**src/rtl/bcd_display_scanner_pkg.sv**
```systemverilog
// Shared constants and helpers for the two-digit BCD display scanner.
package bcd_display_pkg;

  // Active-low glyphs, bit order g,f,e,d,c,b,a
  localparam logic [6:0] SEG_0     = 7'h40;
  localparam logic [6:0] SEG_1     = 7'h79;
  localparam logic [6:0] SEG_2     = 7'h24;
  localparam logic [6:0] SEG_3     = 7'h30;
  localparam logic [6:0] SEG_4     = 7'h19;
  localparam logic [6:0] SEG_5     = 7'h12;
  localparam logic [6:0] SEG_6     = 7'h02;
  localparam logic [6:0] SEG_7     = 7'h78;
  localparam logic [6:0] SEG_8     = 7'h00;
  localparam logic [6:0] SEG_9     = 7'h10;
  localparam logic [6:0] SEG_DASH  = 7'h3F;
  localparam logic [6:0] SEG_BLANK = 7'h7F;

  typedef enum logic {
    ONES = 1'b0,
    TENS = 1'b1
  } digit_sel_e;

  function automatic int div_width(input int scan_div);
    return $clog2(scan_div);
  endfunction

endpackage

```
**src/rtl/bcd_display_scanner_seg7_decode.sv**
```systemverilog
// Single BCD digit to active-low 7-segment glyph; non-decimal codes show a dash.
module seg7_decode
  import bcd_display_pkg::*;
(
  input  logic [3:0] digit,
  output logic [6:0] seg_n
);

  // Glyph lookup
  always_comb begin
    seg_n = SEG_DASH;
    case (digit)
      4'd0: seg_n = SEG_0;
      4'd1: seg_n = SEG_1;
      4'd2: seg_n = SEG_2;
      4'd3: seg_n = SEG_3;
      4'd4: seg_n = SEG_4;
      4'd5: seg_n = SEG_5;
      4'd6: seg_n = SEG_6;
      4'd7: seg_n = SEG_7;
      4'd8: seg_n = SEG_8;
      4'd9: seg_n = SEG_9;
      default: seg_n = SEG_DASH;
    endcase
  end

endmodule

```
**src/rtl/bcd_display_scanner.sv**
```systemverilog
// Two-digit multiplexed common-anode display scanner with shadow/active
// double buffering so a new value only appears at a full scan boundary.
module bcd_display_scanner
  import bcd_display_pkg::*;
#(
  parameter int SCAN_DIV = 1000,
  parameter int BLANK_LZ = 1
) (
  input  logic       clk,
  input  logic       clear_n,
  input  logic       enable_n,
  input  logic       load,
  input  logic [7:0] bcd_in,
  output logic [6:0] seg_n,
  output logic [1:0] an_n,
  output logic       pending,
  output logic       err
);

  localparam int DIV_W = div_width(SCAN_DIV);
  localparam logic [DIV_W-1:0] DIV_LAST = DIV_W'(SCAN_DIV - 1);

  logic [DIV_W-1:0] divider_q, divider_d;
  digit_sel_e       digit_q, digit_d;
  logic [7:0]       shadow_q, shadow_d;
  logic [7:0]       active_q, active_d;
  logic             pending_q, pending_d;
  logic [6:0]       seg_q, seg_d;
  logic [1:0]       an_q, an_d;

  logic             term_cnt;
  logic             transfer;
  logic [3:0]       mux_digit;
  logic [6:0]       dec_seg;
  logic             blank_tens;

  seg7_decode u_decode (
    .digit (mux_digit),
    .seg_n (dec_seg)
  );

  // Next-state: divider/digit scan, load capture, boundary transfer, output image
  always_comb begin
    term_cnt   = (divider_q == DIV_LAST);
    divider_d  = term_cnt ? '0 : divider_q + 1'b1;
    digit_d    = digit_q;
    if (term_cnt) digit_d = (digit_q == ONES) ? TENS : ONES;

    // Transfer reads the pre-edge shadow, so a same-cycle load stays pending
    transfer   = term_cnt && (digit_q == TENS) && pending_q;
    active_d   = transfer ? shadow_q : active_q;
    shadow_d   = load ? bcd_in : shadow_q;
    pending_d  = pending_q;
    if (transfer) pending_d = 1'b0;
    if (load)     pending_d = 1'b1;

    mux_digit  = (digit_q == TENS) ? active_q[7:4] : active_q[3:0];
    blank_tens = (BLANK_LZ != 0) && (digit_q == TENS) && (active_q[7:4] == 4'd0);

    seg_d = dec_seg;
    an_d  = (digit_q == TENS) ? 2'b01 : 2'b10;
    if (blank_tens) seg_d = SEG_BLANK;
    if (enable_n) begin
      seg_d = SEG_BLANK;
      an_d  = 2'b11;
    end
  end

  // State and output registers with synchronous active-low clear
  always_ff @(posedge clk) begin
    if (!clear_n) begin
      divider_q <= '0;
      digit_q   <= ONES;
      shadow_q  <= 8'h00;
      active_q  <= 8'h00;
      pending_q <= 1'b0;
      seg_q     <= SEG_BLANK;
      an_q      <= 2'b11;
    end else begin
      divider_q <= divider_d;
      digit_q   <= digit_d;
      shadow_q  <= shadow_d;
      active_q  <= active_d;
      pending_q <= pending_d;
      seg_q     <= seg_d;
      an_q      <= an_d;
    end
  end

  assign seg_n   = seg_q;
  assign an_n    = an_q;
  assign pending = pending_q;
  assign err     = (active_q[7:4] > 4'd9) || (active_q[3:0] > 4'd9);

endmodule

```
**config.mk**
```make
export PLATFORM = sky130hd
export DESIGN_NAME = bcd_display_scanner
export DESIGN_NICKNAME = d
export VERILOG_FILES = /design/src/rtl/bcd_display_scanner_pkg.sv /design/src/rtl/bcd_display_scanner_seg7_decode.sv /design/src/rtl/bcd_display_scanner.sv
export SDC_FILE = /design/constraint.sdc
export NUM_CORES = 1
export LEC_CHECK = 0
export ABC_AREA = 1
export BUFFER_PORTS_ARGS = -buffer_cell sky130_fd_sc_hd__buf_2
export CORE_MARGIN = 3
export CORE_UTILIZATION = 45
export CTS_CLUSTER_DIAMETER = 40
export DETAILED_ROUTE_END_ITERATION = 12
export GPL_ROUTABILITY_DRIVEN = 0
export MAX_ROUTING_LAYER = met4
export PLACE_DENSITY = 0.74
export SETUP_SLACK_MARGIN = 0.3
export SLEW_MARGIN = 20
export SYNTH_ARGS = -nofsm -noshare
export SYNTH_HDL_FRONTEND = slang
export SYNTH_SLANG_ARGS = --single-unit
```
**constraint.sdc**
```tcl
create_clock -name clk -period 4.3 [get_ports clk]
set_input_delay 0.215 -clock clk [delete_from_list [all_inputs] [get_ports clk]]
set_output_delay 0.215 -clock clk [all_outputs]
set_load 0.1 [all_outputs]
```
======== Word level (Yosys, flattened, before mapping) ========
Memory sizes are Yosys's and may differ from the RTL's. A register that Yosys moved wholly into a read port is not among the register bits.
Cells that the tools add are included.
word-level totals
  register bits ........................... 30
  bits in latches ......................... 0
  memory bits (writable) .................. 0
  bits in read-only memories .............. 112
  input port bits ......................... 12
  output and inout bits ................... 11
  logic and storage cells ................. 26
  memories kept ........................... 1
memories
  memory            depth  width  read ports  clocked after Yosys merged registers in  write ports  line                                   text
  (name not given)  16     7      1           1                                        0            bcd_display_scanner_seg7_decode.sv:12  case (digit)
cells by class
  $add $sub $neg .......................... 1
  multiply operators ...................... 0
  divide/modulo/power cells ............... 0
  $lt $le $gt $ge ......................... 2
  equal/unequal tests ..................... 1
  shift operators ......................... 0
  mux-type cells .......................... 5
  bitwise logic cells ..................... 1
  reduce and logical (&&, ||, !) cells .... 9
operators with widths
  operator                                               number
  adder 10 x 1 -> 10 bit (second input constant)         1
  equality test 10 bit (second input constant)           1
  greater-than comparator 4 bit (second input constant)  2
  logical NOT 4 bit                                      1
  two-way mux 4 bit                                      1
  OR reduction 2 bit                                     2
  logical AND 1 bit                                      3
  two-way mux 1 bit                                      3
  OR reduction 3 bit                                     1
  two-way mux 2 bit                                      1
  nonzero test 2 bit                                     1
  logical OR 1 bit                                       1
  NOT 1 bit                                              1

======== Depth between registers and ports, before layout ========
  depth after elaboration ................. 5
  depth in mapped cells ................... 9
  gate-level depth less buffers ........... 9

======== Modules after synthesis ========
Synthesis repeated with hierarchy kept, for this count alone.
second synthesis, totals
  cells, all modules ...................... 224
  area total of the unflattened synthesis .. 1684.1 µm²
modules (own cells, without submodules)
  module               instances  cells an instance  area each (µm²)  sequential area each (µm²)
  bcd_display_scanner  1          189                1497.7           740.7
  seg7_decode          1          35                 186.4            0.0

======== Worst setup path before layout ========
OpenSTA, ideal clock, no wires.
  path type ............................... flip-flop to flip-flop
  start ................................... reg pending_q, in the netlist pending
  end ..................................... reg active_q[7]
  setup time .............................. 64 ps
  arrival time ............................ 1696 ps
  required time ........................... 4236 ps
  setup slack ............................. 2540 ps
  stages on the path, launching flop included .. 6
  buffers on the path ..................... 1
  clock period less this slack ............ 1760 ps
  cells stage by stage .................... dfxtp_1 -> clkbuf_1 -> inv_1 -> nor2_8 -> nor2_1 -> nor2_1
on the way
  word-level cells in the longest chain between the ends .. 1
RTL lines
  element                   line                       text
  start: declaration        bcd_display_scanner.sv:27  logic pending_q, pending_d;
  start signal: assignment  bcd_display_scanner.sv:84  pending_q <= pending_d;
  logical AND 1 bit         bcd_display_scanner.sv:50  transfer = term_cnt && (digit_q == TENS) && pending_q;
  end signal: assignment    bcd_display_scanner.sv:83  active_q <= active_d;
  end: declaration          bcd_display_scanner.sv:26  logic [7:0] active_q, active_d;
No other way between the ends.
A chain may end at the register's enable or synchronous reset.

======== Worst setup path after layout ========
  start ................................... reg digit_q
  end ..................................... reg seg_q[0], in the netlist seg_n[0]
on the way
  word-level cells in the longest chain between the ends .. 2
  elaborated cells between the ends (all ways) .. 3
  classes of those cells .................. mux (1); reduce/logical (2)
RTL lines
  element                              line                       text
  start: declaration                   bcd_display_scanner.sv:24  digit_sel_e digit_q, digit_d;
  start signal: assignment             bcd_display_scanner.sv:81  digit_q <= digit_d;
  logical AND 1 bit                    bcd_display_scanner.sv:58  blank_tens = (BLANK_LZ != 0) && (digit_q == TENS) && (active_q[7:4] == 4'd0);
  OR reduction 3 bit (no source line)  -
  end: declaration                     bcd_display_scanner.sv:28  logic [6:0] seg_q, seg_d;
Several ways; a longest one is shown, not always the timed one.

==> impl_metrics.csv <==
group,metric,value,unit
run,drv_cap,0,
clock_tree,clkLatencyLatePin,0.29,ns
power_and_ir_drop,leakage,0.8641,nW
global_routing,grt_max_degree,20,
die,initial_utilization,48.45,%
power_and_ir_drop,ir_drop,0.2269,mV
yosys,syn_area,0.001680,mm^2
die,die_y,67.11,um
yosys,syn_inst,216,
yosys,synth_seq_cells,37,
setup_path,path_max_fanout,18,
timing,tightest_slew,0.6798,ns
yosys,yosysSeqAreaShare,44.08,%
timing,finalSetupViolCount,0,
timing,hold_viol,0,
final_layout,regArea,740.7,um^2
yosys,ys_types,33,
setup_path,crit_path_end_kind,"flip-flop",
power_and_ir_drop,p_seq_share,46.2,%
route,num_vias,1357,
final_layout,drive_gt1_share,19.17,%
clock_tree,cts_tree,"built",
placed_design,portBuffers,22,
worst_hold_path,min_from,"enable_n",
power_and_ir_drop,p_sw,0.1797,mW
route,viasPerCell,4.745,
global_routing,grt_busiest_layer,"met2",
global_routing,grtUsageMet1,17.88,%
yosys,synth_area_per_cell,7.779,um^2
timing,max_slew_margin,54.62,%
clock_tree,clkSinkCount,37,
global_routing,grt_pass1_wl,5037,um
setup_path,r2r_end,"seg_n[0]",
timing,fmax,0.5427,GHz
timing,finalCriticalPeriod,1.843,ns
die,die_area,0.004503,mm^2
route,post-route-drc-count,0,
setup_path,r2r_slack,2.46,ns
timing,holdWs,0.1632,ns
setup_path,r2r_start,"digit_q",
final_layout,areaGrowthSynthToFinish,15.64,%
die,core.rowCount,21,
timing,setup_tns,0,ns
final_layout,antenna_cells,0,
setup_path,crit_type,"flip-flop to flip-flop",
worst_hold_path,holdPathStages,3,
clock_tree,cts_hold_buffers,0,
worst_hold_path,hold_end,"an_n[1]",
timing,slew_violations,0,
power_and_ir_drop,comb_power_share,8.4,%
route,drt-initial-drc-count,72,
global_routing,antenna_found_initial,0,
clock_tree,clk_pin_slew,0.07,ns
timing,rsz0062_at_grt,"no",
power_and_ir_drop,clock_power_share,45.4,%
worst_hold_path,min_path_type,"input port to flip-flop",
global_routing,grt_use_met2,23.80,%
setup_path,arrival,2.02,ns
global_routing,grt_util_met3,6.239,%
final_layout,n_fill_cell,368,
die,core-area,0.003468,mm^2
setup_path,crit_path_start_kind,"flip-flop",
clock_tree,cts_max_level,2,
final_layout,multiInputGateArea,777.0,um^2
route,drt_wl_total,2853,um
timing,min_period_over_period,42.85,%
clock_tree,cts_setup_buffers,0,
power_and_ir_drop,totalPowerFinal,0.7789,mW
clock_tree,numCtsBuffers,5,
global_routing,first_global_vias,1181,
route,first_pass_iters,4,
clock_tree,cts_max_path_buffers,2,
yosys,synth.net_count,234,
global_routing,grt_overflow,0,
die,dieWidth,67.11,um
final_layout,fin_nets,257,
placed_design,dp_hpwl,2104,um
power_and_ir_drop,internal_power,0.5992,mW
route,ant_nets,0,
clock_tree,cts.repair.resized,0,
power_and_ir_drop,power_density,400.9,mW/mm^2
setup_path,reg2reg_depth,8,
clock_tree,clock-root-buffer,"clkbuf_8",
global_routing,grt.total_usage,15.56,%
setup_path,worstPathRequired,4.48,ns
timing,clock_skew,0.007548,ns
run_status,status,"finished clean",
power_and_ir_drop,swShare,23.07,%
die,io_pins,23,
yosys,yosysWarnings,0,
route,routedWlPerCell,9.976,um
[power groups by stage]
| stage | logic, mW | clock network, mW | registers, mW |
|---|---|---|---|
| after global routing | 0.0717 | 0.381 | 0.361 |
| after CTS | 0.0657 | 0.365 | 0.360 |
| after floorplan | 0.0241 | 0 | 0.396 |
| after global placement | 0.0649 | 0 | 0.367 |
| final | 0.0653 | 0.354 | 0.360 |
| after detailed placement | 0.0656 | 0 | 0.368 |
[synthesized netlist by cell type (all sizes together)]
cell	instances	area (um^2)
o211ai	1	7.510
or2	2	12.52
ha	6	75.07
o21a	1	7.510
nand2	38	145.1
nor3	1	5.000
o31ai	1	12.51
nand3b	1	7.510
xnor2	1	8.760
clkbuf	2	7.510
inv	33	123.9
a21oi	15	78.83
nand4	11	83.83
nor2	34	158.9
buf	4	31.27
dfxtp	37	740.7
xor2	1	8.760
nand3	7	45.04
o21ai	18	105.1
nor3b	2	15.01
[kinds of logic (layout without fill, tap and decap cells)]
kind of cell,after synthesis,count (layout),share of synthesized area (%)
AND/OR/NAND/NOR,96,96,28.15
buffers and inverters,39,63,9.679
flip-flops,37,37,44.08
AO/OA/AOI/OAI,36,36,12.58
adder cells (fa/ha/maj),6,6,4.467
XOR/XNOR,2,2,1.043
[how the worst max path moves through the flow]
stage                       start           to  slack, ns  depth (start not counted)
after floorplan           pending  active_q[7]       2.54                          5
after global placement    digit_q     seg_n[0]       2.51                          8
after detailed placement  digit_q     seg_n[0]       2.46                          8
after CTS                 digit_q     seg_n[0]       2.46                          8
after global routing      digit_q     seg_n[0]       2.25                          8
final                     digit_q     seg_n[0]       2.46                          8
[critical path, cell delays in order (launching register included)]
cell and delay, ns:
dfxtp_1 0.76, nand2_1 0.20, o21ai_2 0.14, inv_1 0.11
ha_1 0.18, o21ai_0 0.15, inv_1 0.06, o21ai_0 0.07
nand2_1 0.06
[state kept, by name (all words and copies together) (netlist names)]
signal / flops
active_q: 8
an_n: 2
digit_q: 1
divider_q: 10
pending: 1
seg_n: 7
shadow_q: 8
[metrics by stage]
step                utilization, %  cell area (um^2)  setup WS (ns)  std cells
floorplan                        -              1680          2.540        216
global placement             52.16              1809          2.511        278
detailed placement           52.16              1809          2.459        278
CTS                          56.02              1943          2.458        286
global route                 56.02              1943          2.248        286
finish                       56.02              1943          2.457        286
[cell type report]
cell class                 instances  area share (%)
clock buffer                       5           3.542
multi-input combinational        140           39.99
sequential                        37           38.12
clock inverter                     3           3.348
inverter                          33           6.375
tap                               46           2.962
timing repair buffer              22           5.666
[per-layer routing]
layer / vias up / routed length [um] / share of wire, %
met5: - / 0 / 0
met4: 0 / 36 / 1.3
met3: 4 / 182 / 6.4
met2: 30 / 1241 / 43
met1: 586 / 1393 / 49
li1: 737 / - / -
[cells in the final DEF (no fill, tap or decap), types with 2 or more instances in the layout]
master     netlist  final
a21oi_1         14     14
buf_2            1     22
bufinv_16        0      2
clkbuf_8         0      5
dfxtp_1         37     37
ha_1             6      6
inv_1           31     31
inv_2            2      2
nand2_1         37     37
nand3_1          5      5
nand3_2          2      2
nand4_1         10     10
nor2_1          29     29
nor2_2           3      3
nor3b_1          2      2
o21ai_0         16     16
Power figures use the tool's default switching activity.
